--- config.mk ---
export PLATFORM = sky130hd
export DESIGN_NAME = booth_seq_mult
export DESIGN_NICKNAME = d
export VERILOG_FILES = /design/src/rtl/booth_seq_mult.sv
export SDC_FILE = /design/constraint.sdc
export NUM_CORES = 1
export LEC_CHECK = 0
export ABC_AREA = 1
export BUFFER_PORTS_ARGS = -buffer_cell sky130_fd_sc_hd__buf_4
export CAP_MARGIN = 20
export CELL_PAD_IN_SITES_DETAIL_PLACEMENT = 0
export CELL_PAD_IN_SITES_GLOBAL_PLACEMENT = 2
export CORE_MARGIN = 3
export CORE_UTILIZATION = 30
export DETAILED_ROUTE_END_ITERATION = 10
export PLACE_DENSITY_LB_ADDON = 0.1
export RECOVER_POWER = 25
export SYNTH_ARGS = -nofsm -noshare
export SYNTH_HDL_FRONTEND = slang
export SYNTH_SLANG_ARGS = --single-unit
--- constraint.sdc ---
create_clock -name clk -period 2.27 [get_ports clk]
set_clock_uncertainty 0.2 [all_clocks]
set_input_delay 0.227 -clock clk [delete_from_list [all_inputs] [get_ports clk]]
set_output_delay 0.227 -clock clk [all_outputs]
set_load 0.1 [all_outputs]
--- src/rtl/booth_seq_mult.sv ---
// booth_seq_mult: sequential radix-2 Booth signed multiplier, one step per clock (optional BOOTH_EARLY_EXIT_EN)
module booth_seq_mult #(
    parameter int N = 8
) (
    input  logic           clk,
    input  logic           rst,
    input  logic           start,
    input  logic [N-1:0]   a,
    input  logic [N-1:0]   b,
    output logic           busy,
    output logic           done,
    output logic [2*N-1:0] p
);
    localparam int CW = $clog2(N + 1);
    typedef enum logic [1:0] {IDLE, RUN, DONE} state_t;
    state_t          state;
    logic [N:0]      acc, m, sum, acc_n;
    logic [N-1:0]    q, q_n;
    logic            q_1, q1_n, last;
    logic [CW-1:0]   count, cnt_n;
    logic [2*N:0]    fin;
    // one Booth step: conditional add/sub followed by arithmetic shift of {A,Q,Q_1}
    always_comb begin
        sum = (q[0] & ~q_1) ? acc - m : (~q[0] & q_1) ? acc + m : acc;
        {acc_n, q_n, q1_n} = $signed({sum, q, q_1}) >>> 1;
        cnt_n = count - 1'b1;
    end
`ifdef BOOTH_EARLY_EXIT_EN
    logic [N-1:0] mask;
    // finish early once every unprocessed multiplier bit equals Q_1: the rest are pure shifts
    always_comb begin
        mask = '0;
        for (int i = 0; i < N; i++) mask[i] = CW'(i) < cnt_n;
        fin = $signed({acc_n, q_n}) >>> cnt_n;
        last = ((q_n ^ {N{q1_n}}) & mask) == '0;
    end
`else
    // fixed latency: exactly N steps
    always_comb begin
        fin = {acc_n, q_n};
        last = cnt_n == '0;
    end
`endif
    // control FSM and datapath registers
    always_ff @(posedge clk) begin
        if (rst) begin
            state <= IDLE;
            busy  <= 1'b0;
            done  <= 1'b0;
            p     <= '0;
            acc   <= '0;
            m     <= '0;
            q     <= '0;
            q_1   <= 1'b0;
            count <= '0;
        end else begin
            done <= 1'b0;
            case (state)
                IDLE: if (start) begin
                    acc   <= '0;
                    m     <= {a[N-1], a};
                    q     <= b;
                    q_1   <= 1'b0;
                    count <= CW'(N);
                    busy  <= 1'b1;
                    state <= RUN;
                end
                RUN: begin
                    acc   <= fin[2*N:N];
                    q     <= fin[N-1:0];
                    q_1   <= q1_n;
                    count <= cnt_n;
                    if (last) begin
                        busy  <= 1'b0;
                        state <= DONE;
                    end
                end
                DONE: begin
                    p     <= {acc[N-1:0], q};
                    done  <= 1'b1;
                    state <= IDLE;
                end
                default: state <= IDLE;
            endcase
        end
    end
endmodule
==> results of run 1 <==
==> sequential cells by signal, indices dropped and copies added (netlist names) <==
register,count
m,8
q,8
busy,1
acc,8
count,4
done,1
q_1,1
p,16
state,2
==> cells in the mapped netlist, types with 4 or more instances <==
cell type | count | share of area (%)
nand2_1 | 85 | 11
xor2_1 | 7 | 2.2
inv_2 | 11 | 1.5
dfxtp_1 | 49 | 35
buf_4 | 5 | 1.3
nand3_1 | 21 | 3.7
inv_1 | 42 | 5.6
nor2_1 | 37 | 4.9
a31oi_1 | 7 | 1.5
buf_2 | 4 | 0.71
clkbuf_1 | 5 | 0.66
a21oi_1 | 34 | 6.0
nand2_2 | 5 | 1.1
o21ai_0 | 40 | 7.1
ha_1 | 18 | 8.0
==> metal layers <==
layer | GRT usage (%) | routed length [µm] | up-vias
li1 | - | - | 1382
met1 | 22.0 | 4080 | 1218
met2 | 26.5 | 3770 | 42
met3 | 2.50 | 248 | 8
met4 | 3.29 | 83 | 0
met5 | 0 | 0 | -
==> power groups by stage <==
stage               Sequential, µW  Combinational (µW)  Clock [µW]
floorplan                      994                 384           0
global placement               976                 544           0
detailed placement             976                 542           0
CTS                            957                 561         713
global route                   964                 626         745
finish                         957                 553         685
==> path summary, 6_finish.rpt <==
| kind | from | end | slack (ns) | cells after the start |
|---|---|---|---|---|
| max | acc[0]$_SDFFE_PP0P_ | acc[3]$_SDFFE_PP0P_ | 0.25 | 10 |
| min | a[7] | m[7]$_SDFFE_PP0P_ | 0.01 | 3 |
| max reg2reg | acc[0]$_SDFFE_PP0P_ | acc[3]$_SDFFE_PP0P_ | 0.25 | 10 |
| min reg2reg | busy$_SDFFE_PP0P_ | busy$_SDFFE_PP0P_ | 0.27 | 2 |
==> kinds of logic (layout without fill, tap and decap cells) <==
logic type	Yosys count	after routing
XOR/XNOR	7	7
AND/OR/NAND/NOR	160	160
AO/OA/AOI/OAI	92	92
adder cells (fa/ha/maj)	20	20
flip-flops	49	49
buffers and inverters	72	121
==> final cells by class <==
cell class	instances	area (µm²)	share of cell area [%]
Multi-Input combinational cell	279	1520	44.8
Sequential cell	49	981	28.8
Timing Repair Buffer	59	438	12.9
Inverter	54	205	6.03
Tap cell	108	135	3.97
Clock buffer	6	82.6	2.43
Clock inverter	2	37.5	1.10
==> timing repair <==
action	CTS	global route
endpoints found under the hold margin	13	0
gates resized for setup	0	0
hold buffers	13	0
==> worst register-to-register path, cell delays in order (launching register included) <==
cell     delay [ns]
dfxtp_1        0.34
inv_1          0.09
ha_1           0.15
inv_1          0.06
fa_1           0.42
nand3_1        0.10
nand3_1        0.11
xor2_1         0.17
a21oi_1        0.14
nand2_1        0.08
a21oi_1        0.11
==> per-stage QoR <==
| step | total power [µW] | setup WS (ns) | utilization (%) |
|---|---|---|---|
| 3_3_place_gp | 1520 | 0.304 | 35.7 |
| 6_report | 2200 | 0.254 | 38.1 |
| 5_1_grt | 2340 | 0.0483 | 38.1 |
| 4_1_cts | 2230 | 0.262 | 38.5 |
| 3_5_place_dp | 1520 | 0.285 | 35.7 |
| 2_1_floorplan | 1380 | 0.429 | - |
==> metrics.md, run 1 <==
| Metric | Value |
|---|---|
| Layout Nets | `487` |
| Die width | `103 µm` |
| Ys Warns | `0` |
| Simple-gate portion of the synthesized area | `24.5%` |
| Syn nets | `439` |
| Area growth, synth to finish | `20.4%` |
| CTS tree | `yes` |
| Fillers | `1005` |
| CTS max path bufs | `2` |
| Largest stage delay, worst path | `0.42 ns` |
| Final Slew Violations | `0` |
| DP Area | `0.00319 mm²` |
| Internal power | `1470 µW` |
| Fmax | `496 MHz` |
| Synth Area per Inst | `7.07 µm²` |
| Worst Path Buf+Inv | `2` |
| Post-route ant nets | `0` |
| Clock sinks | `49` |
| Setup crit end kind | `flop` |
| Routed via count | `2650` |
| Htree depth | `2` |
| Yosys reg bits | `49` |
| Worst path top cell family by delay | `adder cells` |
| Antenna Cells | `0` |
| Initial Util | `31.7%` |
| Min Clock Period, post-route | `2.02 ns` |
| Status | `finished, final reports clean` |
| Main flop type after synthesis | `dfxtp_1` |
| Post-Synthesis Cell Area | `0.00283 mm²` |
| Grt ovf | `0` |
| Pre-Repair DR Iteration Count | `4` |
| Seq/Total Area, Yosys | `34.7%` |
| Row count | `34` |
| Hold Slack | `0.00999 ns` |
| Overall routing resource usage | `16.0%` |
| Largest fanout on the critical path | `3` |
| RSZ-0062 raised after global routing | `no` |
| Post-synthesis cell count | `400` |
| Kind of critical path | `reg -> reg` |
| Post-synthesis mux area share | `0%` |
| Global placer's final weighted congestion | `0.825` |
| CP Launch Type | `flop` |
| Worst min path class | `in -> reg` |
| DR WL/cell | `14.7 µm` |
| Max Cap Viol | `0` |
| Power Density | `645 mW/mm²` |
| Combinational power share | `25.2%` |
| First-pass GRT wire length | `13.0 mm` |
| Synth Area in Adders | `9.38%` |
| Layout cell share with drive strength beyond 1 | `16.3%` |
| Area share of xor/xnor cells in the synthesized design | `2.17%` |
| Number of global-route vias before repair | `2567` |
| Fin area | `0.00340 mm²` |
| Sw frac | `33.0%` |
| Switching pwr | `725 µW` |
| Root buffer cell | `clkbuf_8` |
| HPWL after detailed placement | `5.93 mm` |
| Placeable Area | `0.00893 mm²` |
| Initial antenna violation count | `0` |
| Synth Area in Compound Gates | `17.9%` |
| Port bufs | `36` |
| Setup Buffers After CTS | `0` |
| Final hold violations | `0` |
| Die area | `0.0106 mm²` |
| Final period utilization | `88.8%` |
| Final WL | `8.19 mm` |
| IO Count | `37` |
| Initial DRC count | `73` |
| Most frequent cells in the layout | `nand2_1, dfxtp_1, inv_1, o21ai_0, nor2_1` |
| Largest net degree at the start of global routing | `32` |
| Vias/cell | `4.76` |
| Drt drc | `0` |
| Commonest non-fill, non-tap cell in the layout | `nand2_1` |
| Netlist cell types | `34` |
| Fin cells | `557` |
| Power share of the clock group | `31.2%` |
| Largest family of logic cells by synthesized area | `simple AND/OR/NAND/NOR gates` |
| Worst Tran Pin Value | `1.17 ns` |
| Pleak | `0.00161 µW` |
| Worst Path Arrival | `2.06 ns` |
| Seq pwr share | `43.6%` |
| Clk_lat worst skew | `0.31 ns` |
| Setup violators final | `0` |
| Height of the die | `103 µm` |
| Ys async rst share | `0%` |
| Placed instance count | `536` |
| TritonCTS Buffers | `5` |
| Final TNS setup | `0 ns` |
| Worst-path clk slew | `0.10 ns` |
| Max_slew headroom | `22.4%` |
| Crit-path cells | `inv_1 > ha_1 > inv_1 > fa_1 > nand3_1 > nand3_1 > xor2_1 > a21oi_1 > nand2_1 > a21oi_1` |
| Worst path slowest cell | `fa_1` |
| Post-synth EDFFs | `0` |
| Worst EP required | `2.32 ns` |
| Worst IR Drop VDD | `258 µV` |
(Power assumes the default switching activity.)
==> inputs of run 2 (changes only) <==
--- a/config.mk
+++ b/config.mk
@@ -8,13 +8,12 @@
 export ABC_AREA = 1
 export BUFFER_PORTS_ARGS = -buffer_cell sky130_fd_sc_hd__buf_4
 export CAP_MARGIN = 20
-export CELL_PAD_IN_SITES_DETAIL_PLACEMENT = 0
-export CELL_PAD_IN_SITES_GLOBAL_PLACEMENT = 2
 export CORE_MARGIN = 3
 export CORE_UTILIZATION = 30
 export DETAILED_ROUTE_END_ITERATION = 10
 export PLACE_DENSITY_LB_ADDON = 0.1
 export RECOVER_POWER = 25
+export SLEW_MARGIN = 20
 export SYNTH_ARGS = -nofsm -noshare
 export SYNTH_HDL_FRONTEND = slang
 export SYNTH_SLANG_ARGS = --single-unit
==> constraint.sdc (replaced) <==
create_clock -name clk -period 2 [get_ports clk]
set_clock_uncertainty 0.2 [all_clocks]
set_input_delay 0.2 -clock clk [delete_from_list [all_inputs] [get_ports clk]]
set_output_delay 0.2 -clock clk [all_outputs]
set_load 0.1 [all_outputs]
==> metrics.md, run 2 (synthesis gave the netlist of run 1 again) <==
| Metric | Value |
|---|---|
| Pleak | `0.00168 µW` |
| Worst Path Arrival | `1.92 ns` |
| Worst min path class | `in -> reg` |
| Die width | `103 µm` |
| DR WL/cell | `13.4 µm` |
| HPWL after detailed placement | `5.53 mm` |
| Layout cell share with drive strength beyond 1 | `21.5%` |
| Final setup margin | `0.133 ns` |
| Antenna Cells | `0` |
| Final WL | `7.58 mm` |
| Clk_lat worst skew | `0.31 ns` |
| Worst-path clk slew | `0.11 ns` |
| Fillers | `997` |
| Htree depth | `2` |
| Switching pwr | `834 µW` |
| Die area | `0.0106 mm²` |
| Final period utilization | `93.4%` |
| Area growth, synth to finish | `25.7%` |
| Global placer's final weighted congestion | `0.835` |
| Pre-Repair DR Iteration Count | `4` |
| Hold Slack | `0.0874 ns` |
| Met1 Track Usage GR | `20.5%` |
| Row count | `34` |
| CP Launch Type | `flop` |
| Sw frac | `31.6%` |
| Commonest non-fill, non-tap cell in the layout | `nand2_1` |
| Kind of critical path | `reg -> reg` |
| Dpl ws | `0.0236 ns` |
| Top Usage Layer GRT | `met2` |
| Clock sinks | `49` |
| Status | `finished, final reports clean` |
| Power Density | `742 mW/mm²` |
| Post-route ant nets | `0` |
| Largest fanout on the critical path | `3` |
| Root buffer cell | `clkbuf_8` |
| Placeable Area | `0.00893 mm²` |
| Port bufs | `36` |
| Overall routing resource usage | `15.3%` |
| Final Power | `2640 µW` |
| M2 GR Usage | `25.2%` |
| Initial Util | `31.7%` |
| Routed via count | `2730` |
| Combinational power share | `25.3%` |
| Number of global-route vias before repair | `2671` |
| CTS tree | `yes` |
| RSZ-0062 raised after global routing | `yes` |
| Min Clock Period, post-route | `1.87 ns` |
| Max_slew headroom | `64.1%` |
| Max reg flops | `16` |
| Grt ovf | `0` |
| Final TNS setup | `0 ns` |
| Most frequent cells in the layout | `nand2_1, dfxtp_1, inv_1, o21ai_0, buf_4` |
| TritonCTS Buffers | `5` |
| Worst Tran Pin Value | `0.541 ns` |
| CTS max path bufs | `2` |
| Worst EP required | `2.05 ns` |
| Layout Nets | `494` |
| Final Slew Violations | `0` |
| Initial antenna violation count | `0` |
| Met3 usage | `2.44%` |
| Initial DRC count | `105` |
| IO Count | `37` |
| First-pass GRT wire length | `13.0 mm` |
| Final core utilization | `39.8%` |
| Worst IR Drop VDD | `321 µV` |
| Largest net degree at the start of global routing | `30` |
| Vias/cell | `4.84` |
| Setup Buffers After CTS | `0` |
| Drt drc | `0` |
| Power share of the clock group | `33.6%` |
| Internal power | `1800 µW` |
| Seq pwr share | `41.2%` |
| Max Cap Viol | `0` |
| Setup crit end kind | `flop` |
| Most flops, register | `p` |
| Setup violators final | `0` |
| Fmax | `536 MHz` |
| Height of the die | `103 µm` |
| Final hold violations | `0` |
## run 2: final timing paths
check                      start             endpoint  slack (ns)  cells after the start
max reg2reg  acc[0]$_SDFFE_PP0P_  acc[7]$_SDFFE_PP0P_        0.13                     13
min                          rst    m[4]$_SDFFE_PP0P_        0.09                      4
min reg2reg    q[3]$_SDFFE_PP0P_    p[3]$_SDFFE_PP0P_        0.26                      2
max          acc[0]$_SDFFE_PP0P_  acc[7]$_SDFFE_PP0P_        0.13                     13
## run 2: critical path: stages, from the launching register on
cell and delay [ns]:
dfxtp_2 0.34, inv_2 0.06, ha_1 0.13, inv_1 0.06, fa_2 0.34, nand3_1 0.09, nand3_2 0.09, nand2_1 0.07
nand2_1 0.05, nor2_1 0.08, nor2_1 0.05, nor2_1 0.08, nand2_1 0.05, a21oi_1 0.11
## run 2: repair_timing
item                       CTS  global route
gates resized for setup      1            16
hold endpoints to repair    15             0
setup endpoints to repair    1             7
hold buffers                15             0
## run 2: power by group through the flow
stage	combinational [µW]	sequential, µW	clock (µW)
5_1_grt	757	1100	958
3_5_place_dp	619	1100	0
3_3_place_gp	621	1100	0
2_1_floorplan	436	1130	0
6_report	666	1090	884
4_1_cts	646	1080	913
## run 2: per-stage QoR
stage	cells	instance area, µm²
floorplan	400	2830
global placement	541	3230
detailed placement	541	3230
CTS	564	3520
global route	564	3550
finish	564	3550
## run 2: cell type report
type                       count  area [µm²]  area share [%]
multi-input combinational    279        1590            44.7
clock inverter                 3        68.8            1.94
timing repair buffer          66         503            14.1
sequential                    49         985            27.7
tap                          108         135            3.80
inverter                      54         205            5.77
clock buffer                   5        68.8            1.94
## run 2: metal layers
layer	routed length [µm]	part of all wire [%]	vias up
met5	0	0	-
met2	3570	47	41
met3	197	2.6	12
li1	-	-	1397
met1	3670	48	1280
met4	141	1.9	0
==> inputs of run 3 (changes only) <==
--- a/config.mk
+++ b/config.mk
@@ -10,6 +10,7 @@
 export CAP_MARGIN = 20
 export CORE_MARGIN = 3
 export CORE_UTILIZATION = 30
+export CTS_BUF_LIST = sky130_fd_sc_hd__clkbuf_2 sky130_fd_sc_hd__clkbuf_4 sky130_fd_sc_hd__clkbuf_8
 export DETAILED_ROUTE_END_ITERATION = 10
 export PLACE_DENSITY_LB_ADDON = 0.1
 export RECOVER_POWER = 25
==> constraint.sdc (replaced) <==
create_clock -name clk -period 2.24 [get_ports clk]
set_clock_uncertainty 0.2 [all_clocks]
set_input_delay 0.224 -clock clk [delete_from_list [all_inputs] [get_ports clk]]
set_output_delay 0.224 -clock clk [all_outputs]
set_load 0.1 [all_outputs]
==> metrics.md, run 3 (synthesis gave the netlist of run 1 again) <==
| Metric | Value |
|---|---|
| Layout cell share with drive strength beyond 1 | `17.6%` |
| Initial antenna violation count | `0` |
| HPWL after detailed placement | `5.64 mm` |
| Crit-path cells | `inv_1 > ha_1 > inv_1 > nand2_1 > nand2_1 > inv_1 > nand3_1 > nand2_1 > nand2_1 > nand2_1 > nand3b_1 > a21oi_1` |
| Die width | `103 µm` |
| Worst Path Arrival | `2.01 ns` |
| IO Count | `37` |
| Pleak | `0.00162 µW` |
| Worst path top cell family by delay | `simple AND/OR/NAND/NOR gates` |
| Worst path slowest cell | `ha_1` |
| Worst reg2reg path startpoint | `m[5]$_SDFFE_PP0P_` |
| DR WL/cell | `13.4 µm` |
| Max_slew headroom | `22.8%` |
| Worst EP required | `2.28 ns` |
| Clk_lat worst skew | `0.31 ns` |
| Pre-Repair DR Iteration Count | `4` |
| Root buffer cell | `clkbuf_8` |
| Number of global-route vias before repair | `2558` |
| Htree depth | `2` |
| CP Launch Type | `flop` |
| Layout Nets | `487` |
| RSZ-0062 raised after global routing | `no` |
| Commonest non-fill, non-tap cell in the layout | `nand2_1` |
| Routed via count | `2652` |
| Final WL | `7.47 mm` |
| Setup crit start | `m[5]$_SDFFE_PP0P_` |
| Worst Tran Pin Value | `1.16 ns` |
| Most frequent cells in the layout | `nand2_1, dfxtp_1, inv_1, buf_4, o21ai_0` |
| Worst-path clk slew | `0.09 ns` |
| Most frequent CP cell | `nand2_1` |
| First-pass GRT wire length | `12.4 mm` |
| Row count | `34` |
| Kind of critical path | `reg -> reg` |
| CTS max path bufs | `2` |
| Area growth, synth to finish | `20.4%` |
| Global placer's final weighted congestion | `0.804` |
| Antenna Cells | `0` |
| Largest fanout on the critical path | `8` |
| Die area | `0.0106 mm²` |
| Clock sinks | `49` |
| Final Power | `2100 µW` |
| Largest stage delay, worst path | `0.45 ns` |
| Port bufs | `36` |
| Power Density | `617 mW/mm²` |
| Final hold violations | `0` |
| HP Start | `a[6]` |
| Worst min path class | `in -> reg` |
| Worst IR Drop VDD | `284 µV` |
| Fmax | `508 MHz` |
| Initial DRC count | `120` |
| Final TNS setup | `0 ns` |
| CTS tree | `yes` |
| Overall routing resource usage | `14.9%` |
| Largest net degree at the start of global routing | `26` |
| Status | `finished, final reports clean` |
| Drt drc | `0` |
| Post-route ant nets | `0` |
| Grt ovf | `0` |
| Placeable Area | `0.00893 mm²` |
| Final Slew Violations | `0` |
| Max reg flops | `16` |
| Most flops, register | `p` |
| Initial Util | `31.7%` |
| Setup violators final | `0` |
| Setup crit end kind | `flop` |
| Worst Path Buf+Inv | `3` |
| Height of the die | `103 µm` |
| Final period utilization | `87.9%` |
| Vias/cell | `4.76` |
| Max Cap Viol | `0` |
| TritonCTS Buffers | `5` |
| Min Clock Period, post-route | `1.97 ns` |
[run 3: changes by cell type in the layout (fill, tap and decap cells not counted), moves of 3 or more]
| cell | delta |
|---|---|
| dfxtp_2 | -3 |
| dfxtp_1 | +3 |
| ha_4 | -4 |
| ha_1 | +5 |
| clkbuf_2 | -9 |
[run 3: tightest hold or removal path: cells and delay by family]
kind / cells / cell delay, ns
AO/OA/AOI/OAI: 2 / 0.17
buffers and inverters: 1 / 0.08
[run 3: where the power goes]
group          internal, µW  leakage, µW  switching [µW]
clock                   234    0.0000506             344
combinational           205      0.00117             351
sequential              925     0.000400            43.2
[run 3: layout make-up]
cell class                      instances  area [µm²]
Clock inverter                          3        28.8
Tap cell                              108         135
Timing Repair Buffer                   59         460
Fill cell                             972        5530
Inverter                               54         205
Sequential cell                        49         981
Clock buffer                            5        68.8
Multi-Input combinational cell        279        1530
[run 3: stage by stage]
stage	cell area (µm²)	hold WS, ns	utilization [%]	setup WS [ns]	cells
after floorplan	2830	0.184	-	0.399	400
after CTS	3420	0.00336	38.3	0.207	557
after detailed placement	3190	0.254	35.7	0.249	536
final	3410	0.00539	38.1	0.271	557
after global placement	3190	0.253	35.7	0.300	536
after global routing	3410	0.0350	38.1	0.0447	557
[run 3: metal layers]
layer / up-vias / part of all wire, % / routed length [µm] / GRT usage [%]
met2: 36 / 49 / 3670 / 25.6
met5: - / 0 / 0 / 0
li1: 1379 / - / - / -
met3: 2 / 2.8 / 212 / 2.57
met1: 1235 / 48 / 3560 / 20.0
met4: 0 / 0.44 / 33 / 2.39
[run 3: path summary, 6_finish.rpt]
check / cells past startpoint / slack (ns) / end
hold reg to reg: 2 / 0.27 / p[3]$_SDFFE_PP0P_
setup reg to reg: 12 / 0.27 / acc[5]$_SDFFE_PP0P_
hold / removal: 3 / 0.005 / m[6]$_SDFFE_PP0P_
setup / recovery: 12 / 0.27 / acc[5]$_SDFFE_PP0P_
[run 3: repair_timing]
item | in CTS | in global routing
setup endpoints to repair | 0 | 1
hold endpoints to repair | 13 | 0
buffers inserted | 0 | 0
hold buffers | 13 | 0
gates resized for setup | 0 | 1
